$ cat src/rtl/bg_mem_pkg.sv
// Shared constants and state/owner encodings for the background frame memory controller.
package bg_mem_pkg;
  localparam int unsigned WIDTH  = 720;
  localparam int unsigned HEIGHT = 720;
  localparam int unsigned ADDR_W = 19;
  localparam int unsigned DATA_W = 4;

  typedef enum logic { IDLE, FILL } wr_state_e;
  typedef enum logic { OWN_DISP, OWN_RD } rd_owner_e;
endpackage

$ cat src/rtl/bg_addr_gen.sv
// Registered read-address generator: scrolled/wrapped display address or a pass-through readback address.
module bg_addr_gen
  import bg_mem_pkg::*;
#(
  parameter int unsigned WIDTH  = bg_mem_pkg::WIDTH,
  parameter int unsigned HEIGHT = bg_mem_pkg::HEIGHT,
  parameter int unsigned ADDR_W = bg_mem_pkg::ADDR_W
) (
  input  logic              clk_i,
  input  logic              rst_ni,
  input  logic              frame_start_i,
  input  logic [9:0]        scroll_x_i,
  input  logic              disp_req_i,
  input  logic [9:0]        disp_x_i,
  input  logic [9:0]        disp_y_i,
  input  logic              alt_load_i,
  input  logic [ADDR_W-1:0] alt_addr_i,
  output logic [ADDR_W-1:0] addr_o
);
  logic [9:0]        scroll_q;
  logic [ADDR_W-1:0] addr_q, addr_d;
  logic [10:0]       xs_sum;
  logic [ADDR_W-1:0] xs;
  logic [ADDR_W-1:0] disp_addr;

  // scroll_q < WIDTH is guaranteed at load, so one conditional subtract wraps.
  always_comb begin
    xs_sum = {1'b0, disp_x_i} + {1'b0, scroll_q};
    xs     = ADDR_W'(xs_sum);
    if (xs_sum >= 11'(WIDTH)) xs = ADDR_W'(xs_sum - 11'(WIDTH));
    disp_addr = ADDR_W'(disp_y_i) * ADDR_W'(WIDTH) + xs;
    if (disp_x_i >= 10'(WIDTH) || disp_y_i >= 10'(HEIGHT)) disp_addr = '0;

    addr_d = addr_q;
    if (disp_req_i)      addr_d = disp_addr;
    else if (alt_load_i) addr_d = alt_addr_i;
  end

  always_ff @(posedge clk_i or negedge rst_ni) begin
    if (!rst_ni) begin
      scroll_q <= '0;
      addr_q   <= '0;
    end else begin
      if (frame_start_i) scroll_q <= (scroll_x_i >= 10'(WIDTH)) ? '0 : scroll_x_i;
      addr_q <= addr_d;
    end
  end

  assign addr_o = addr_q;
endmodule

$ cat src/rtl/bg_mem_ctrl.sv
// Background frame memory controller: display/readback read arbitration, loader writes and full-frame fill.
module bg_mem_ctrl
  import bg_mem_pkg::*;
#(
  parameter int unsigned WIDTH  = bg_mem_pkg::WIDTH,
  parameter int unsigned HEIGHT = bg_mem_pkg::HEIGHT,
  parameter int unsigned ADDR_W = bg_mem_pkg::ADDR_W,
  parameter int unsigned DATA_W = bg_mem_pkg::DATA_W
) (
  input  logic              Clk,
  input  logic              Reset_n,
  input  logic              frame_start,
  input  logic [9:0]        scroll_x,
  input  logic              disp_req,
  input  logic [9:0]        disp_x,
  input  logic [9:0]        disp_y,
  output logic              disp_valid,
  output logic [DATA_W-1:0] disp_data,
  input  logic              rd_valid,
  output logic              rd_ready,
  input  logic [ADDR_W-1:0] rd_addr,
  output logic              rd_data_valid,
  output logic [DATA_W-1:0] rd_data,
  input  logic              wr_valid,
  output logic              wr_ready,
  input  logic [ADDR_W-1:0] wr_addr,
  input  logic [DATA_W-1:0] wr_data,
  input  logic              fill_start,
  input  logic [DATA_W-1:0] fill_color,
  output logic              fill_busy,
  output logic              fill_done,
  output logic              mem_we,
  output logic [ADDR_W-1:0] mem_write_address,
  output logic [DATA_W-1:0] mem_data_In,
  output logic [ADDR_W-1:0] mem_read_address,
  input  logic [DATA_W-1:0] mem_data_Out
);
  localparam logic [ADDR_W-1:0] LAST_ADDR = ADDR_W'(WIDTH * HEIGHT - 1);

  logic      rd_acc;
  logic      s1_vld_q, s2_vld_q;
  rd_owner_e s1_own_q, s2_own_q;

  assign rd_ready = ~disp_req;
  assign rd_acc   = rd_valid & rd_ready;

  bg_addr_gen #(
    .WIDTH (WIDTH),
    .HEIGHT(HEIGHT),
    .ADDR_W(ADDR_W)
  ) u_addr_gen (
    .clk_i        (Clk),
    .rst_ni       (Reset_n),
    .frame_start_i(frame_start),
    .scroll_x_i   (scroll_x),
    .disp_req_i   (disp_req),
    .disp_x_i     (disp_x),
    .disp_y_i     (disp_y),
    .alt_load_i   (rd_acc),
    .alt_addr_i   (rd_addr),
    .addr_o       (mem_read_address)
  );

  always_ff @(posedge Clk or negedge Reset_n) begin
    if (!Reset_n) begin
      s1_vld_q <= 1'b0;
      s1_own_q <= OWN_DISP;
      s2_vld_q <= 1'b0;
      s2_own_q <= OWN_DISP;
    end else begin
      s1_vld_q <= disp_req | rd_acc;
      s1_own_q <= disp_req ? OWN_DISP : OWN_RD;
      s2_vld_q <= s1_vld_q;
      s2_own_q <= s1_own_q;
    end
  end

  assign disp_valid    = s2_vld_q && (s2_own_q == OWN_DISP);
  assign rd_data_valid = s2_vld_q && (s2_own_q == OWN_RD);
  assign disp_data     = mem_data_Out;
  assign rd_data       = mem_data_Out;

  wr_state_e         state_q, state_d;
  logic [ADDR_W-1:0] fill_addr_q, fill_addr_d;
  logic [DATA_W-1:0] fill_color_q, fill_color_d;
  logic              we_q, we_d;
  logic [ADDR_W-1:0] waddr_q, waddr_d;
  logic [DATA_W-1:0] wdata_q, wdata_d;
  logic              last_q, last_d;
  logic              done_q;

  always_comb begin
    state_d      = state_q;
    fill_addr_d  = fill_addr_q;
    fill_color_d = fill_color_q;
    we_d         = 1'b0;
    waddr_d      = waddr_q;
    wdata_d      = wdata_q;
    last_d       = 1'b0;
    wr_ready     = 1'b0;
    case (state_q)
      IDLE: begin
        wr_ready = ~fill_start;
        if (fill_start) begin
          state_d      = FILL;
          fill_addr_d  = '0;
          fill_color_d = fill_color;
        end else if (wr_valid) begin
          we_d    = 1'b1;
          waddr_d = wr_addr;
          wdata_d = wr_data;
        end
      end
      FILL: begin
        we_d        = 1'b1;
        waddr_d     = fill_addr_q;
        wdata_d     = fill_color_q;
        fill_addr_d = fill_addr_q + 1'b1;
        if (fill_addr_q == LAST_ADDR) begin
          state_d = IDLE;
          last_d  = 1'b1;
        end
      end
      default: state_d = IDLE;
    endcase
  end

  // fill_done trails the last write on mem_we by one cycle, hence the two-stage delay.
  always_ff @(posedge Clk or negedge Reset_n) begin
    if (!Reset_n) begin
      state_q      <= IDLE;
      fill_addr_q  <= '0;
      fill_color_q <= '0;
      we_q         <= 1'b0;
      waddr_q      <= '0;
      wdata_q      <= '0;
      last_q       <= 1'b0;
      done_q       <= 1'b0;
    end else begin
      state_q      <= state_d;
      fill_addr_q  <= fill_addr_d;
      fill_color_q <= fill_color_d;
      we_q         <= we_d;
      waddr_q      <= waddr_d;
      wdata_q      <= wdata_d;
      last_q       <= last_d;
      done_q       <= last_q;
    end
  end

  assign fill_busy         = (state_q == FILL);
  assign fill_done         = done_q;
  assign mem_we            = we_q;
  assign mem_write_address = waddr_q;
  assign mem_data_In       = wdata_q;
endmodule

$ cat config.mk
export PLATFORM = sky130hd
export DESIGN_NAME = bg_mem_ctrl
export DESIGN_NICKNAME = d
export VERILOG_FILES = /design/src/rtl/bg_mem_pkg.sv /design/src/rtl/bg_addr_gen.sv /design/src/rtl/bg_mem_ctrl.sv
export SDC_FILE = /design/constraint.sdc
export NUM_CORES = 1
export LEC_CHECK = 0
export CAP_MARGIN = 25
export CORE_UTILIZATION = 55
export CTS_CLUSTER_DIAMETER = 120
export CTS_CLUSTER_SIZE = 28
export DETAILED_ROUTE_END_ITERATION = 16
export PLACE_DENSITY = 0.89
export RECOVER_POWER = 25
export SLEW_MARGIN = 20
export SYNTH_ARGS = -nofsm -noshare
export SYNTH_HDL_FRONTEND = slang
export SYNTH_SLANG_ARGS = --single-unit
$ cat constraint.sdc
create_clock -name Clk -period 13.3 [get_ports Clk]
set_clock_uncertainty 0.15 [all_clocks]
set_input_delay 1.33 -clock Clk [delete_from_list [all_inputs] [get_ports Clk]]
set_output_delay 1.33 -clock Clk [all_outputs]
set_load 0.01 [all_outputs]
==> impl_metrics.csv <==
group,metric,value,unit
synthesis,ys_types,70,
route,first_iter_violations,289,
pwr,ir_drop,0.07794,mV
timing,max_freq,151.5,MHz
synthesis,netlist_area,0.006128,sq mm
synthesis,ys_seq_area_frac,0.3389,
pwr,p_per_area,141.3,mW/mm^2
route,vias_per_cell,5.736,
timing,worst_pin_slew,4.305,ns
synthesis,syn-num-nets,819,
global_route,gr-usage-all-layers,0.2632,
worst_setup_path,cp.required,13.41,ns
worst_setup_path,r2r-end,"u_addr_gen.addr_o[18]",
pwr,p_leak,0.003530,uW
global_route,antenna_found_initial,0,
timing,slew-limit-headroom,-1.870,
cells_and_area,antennaDiodeCount,0,
route,wl_per_cell,15.84,um
timing,finalHoldViolations,0,
worst_setup_path,cp-start-kind,"primary input",
die,rows,38,
worst_setup_path,crit_path_end_kind,"flip-flop",
synthesis,synth-edff-count,0,
outcome,status,"finished with violations",
synthesis,ys_seq_elements,83,
hold_path,min_from,"s1_own_q",
clock_tree,clock_latency,0.35,ns
worst_setup_path,r2r_slack,7.75,ns
outcome,violations,"capacitance limit, slew limit",
die,dieArea,0.01157,sq mm
flow_run,timing.max_cap.violations,1,
die,die_h,107.6,um
die,start_util,0.5653,
die,ios,144,
worst_setup_path,worst-setup-path-type,"primary input to flip-flop",
place,detailed_place_hpwl,11830,um
global_route,grt_max_degree,84,
synthesis,synth.avg_cell_area,9.257,sq um
die,fp.dieW,107.6,um
clock_tree,cts_buffers,9,
die,core,0.01084,sq mm
timing,fin_crit,6.599,ns
timing,period_share,0.4961,
timing,holdWs,0.2131,ns
timing,finalSetupViolations,0,
synthesis,syn_inst,662,
synthesis,synthArstFlopShare,1.000,
clock_tree,numClockSinks,83,
timing,rsz0062_at_grt,"false",
worst_setup_path,reg2reg_from,"u_addr_gen.scroll_q[0]",
timing,fin_setup_tns,0,ns
route,antenna_left,0,
synthesis,ys_warn_count,0,
clock_tree,cts_tree,"done",
clock_tree,h-tree-depth,3,
cells_and_area,drive_above_1_share,0.05236,
clock_tree,cts_hold_buffers,0,
synthesis,synth-main-ff-cell,"dfrtp_1",
hold_path,min_path_cells,0,
hold_path,min_path_type,"flip-flop to flip-flop",
worst_setup_path,cp.arrival,6.71,ns
route,drt-total-wl,14620,um
timing,final_max_slew_viol_count,84,
worst_setup_path,reg2reg_depth,25,
cells_and_area,final_nets,935,
cells_and_area,nFillCells,832,
clock_tree,clkTransAtPathRegs,0.09,ns
clock_tree,clk_path_buf_depth,2,
global_route,grt_pass1_vias,5308,
global_route,grt_pass1_wl,24080,um
route,vias,5294,
worst_setup_path,worst-path-max-fanout,3,
clock_tree,cts-root-buf,"clkbuf_8",
hold_path,whs_endpoint,"s2_own_q",
route,drc,0,
route,drt-pass1-iter-count,4,
place,portBuffers,131,
clock_tree,post_cts_buffers,0,
clock_tree,cts_resized,0,
cells_and_area,area_growth,24.85,%
global_route,gr-total-overflow,0,
place,gp_congestion,0.8575,
==> critical path, cell delays in order <==
cell and delay [ns]:
clkdlybuf4s50_1 0.46, ha_1 0.20, inv_1 0.06, fa_1 0.43, nor2b_4 0.14, o21ai_0 0.08
a21oi_1 0.28, ha_1 0.20, nor4bb_1 0.23, o21ai_0 0.24, nand2_1 0.13, o31ai_2 0.11
a21oi_1 0.25, nor2_2 0.10, xnor2_1 0.16, ha_1 0.20, inv_1 0.08, fa_1 0.19
nor2b_1 0.06, o21a_1 0.19, a211o_1 0.35, o211ai_1 0.23, o21ai_0 0.19, o31ai_1 0.31
xnor3_1 0.39, o22ai_2 0.11
==> kinds of logic (layout without fill, tap and decap cells) <==
group                      after synthesis  after routing  share of synthesized area
buffers and inverters                   93            214                    0.06309
and+or+nand+nor                        169            169                     0.1431
AOI/OAI and AO/OA                      181            181                     0.1860
muxes                                   37             37                    0.06145
xor gates and xnor gates                29             29                    0.04492
DFF                                     83             83                     0.3389
adders and majority gates               70             70                     0.1625
==> registers in the layout, indices dropped and copies added (netlist names), 4 cells and up <==
| signal | count |
|---|---|
| fill_addr_q | 19 |
| mem_write_address | 19 |
| u_addr_gen.addr_o | 19 |
| u_addr_gen.scroll_q | 10 |
| fill_color_q | 4 |
| mem_data_In | 4 |
==> per-stage QoR <==
| stage | power, uW | instances | area (sq um) | utilization | setup slack (ns) |
|---|---|---|---|---|---|
| after floorplan | 718.4 | 662 | 6128 | - | 7.465 |
| after global placement | 881.0 | 907 | 7481 | 0.6901 | 6.676 |
| after detailed placement | 918.7 | 907 | 7482 | 0.6902 | 6.365 |
| after CTS | 1080 | 923 | 7655 | 0.7061 | 6.743 |
| after global routing | 1157 | 923 | 7651 | 0.7058 | 6.208 |
| final | 1081 | 923 | 7651 | 0.7058 | 6.701 |
==> synthesized netlist by cell type (all sizes together) (14+ instances only) <==
master,n,area share
o21ai,92,0.076
mux2i,32,0.052
nand2,62,0.038
nor2,29,0.018
inv,66,0.040
ha,54,0.11
a21oi,27,0.023
o21a,14,0.017
dfrtp,83,0.34
clkbuf,17,0.010
nand3,20,0.016
fa,16,0.052
xnor2,18,0.026
==> layout make-up <==
| class | count | area (sq um) | share of cell area |
|---|---|---|---|
| Clock buffer | 13 | 148.9 | 0.01946 |
| Clock inverter | 3 | 23.77 | 0.003107 |
| Inverter | 66 | 247.7 | 0.03238 |
| Multi-Input combinational cell | 486 | 3666 | 0.4792 |
| Sequential cell | 83 | 2077 | 0.2715 |
| Tap cell | 140 | 175.2 | 0.02289 |
| Timing Repair Buffer | 132 | 1313 | 0.1715 |
==> how the worst max path moves through the flow <==
stage / from / to / slack, ns / cells past startpoint
after global routing: disp_x[0] / u_addr_gen.addr_o[18] / 6.21 / 26
after floorplan: disp_x[0] / u_addr_gen.addr_o[18] / 7.46 / 25
after global placement: disp_x[0] / u_addr_gen.addr_o[18] / 6.68 / 26
after CTS: disp_x[0] / u_addr_gen.addr_o[18] / 6.74 / 26
final: disp_x[0] / u_addr_gen.addr_o[18] / 6.70 / 26
after detailed placement: disp_x[0] / u_addr_gen.addr_o[18] / 6.36 / 26
==> where the power goes <==
part	switching (uW)	internal (uW)
Combinational	305	275
Sequential	39.0	301
Clock	88.1	73.6
==> placed cells by master (no fill, tap or decap), types with 8 or more instances in the layout <==
cell and n:
clkdlybuf4s50_1 130, nand2_1 61, a21oi_1 26, xor2_1 9, fa_1 16, mux2i_1 32
clkbuf_8 10, xnor2_1 18, inv_1 65, nor2_1 28, nor3_1 8, nand3_1 20
o21ai_0 89, o21a_1 14, dfrtp_1 83, ha_1 54
==> routing by layer <==
metal,up-vias,track usage,wire length [um]
met1,2532,0.3118,5873
met2,180,0.4684,7462
li1,2539,-,-
met5,-,0,0
met4,0,0.1262,488
met3,43,0.03571,792
Power figures use the tool's default switching activity.
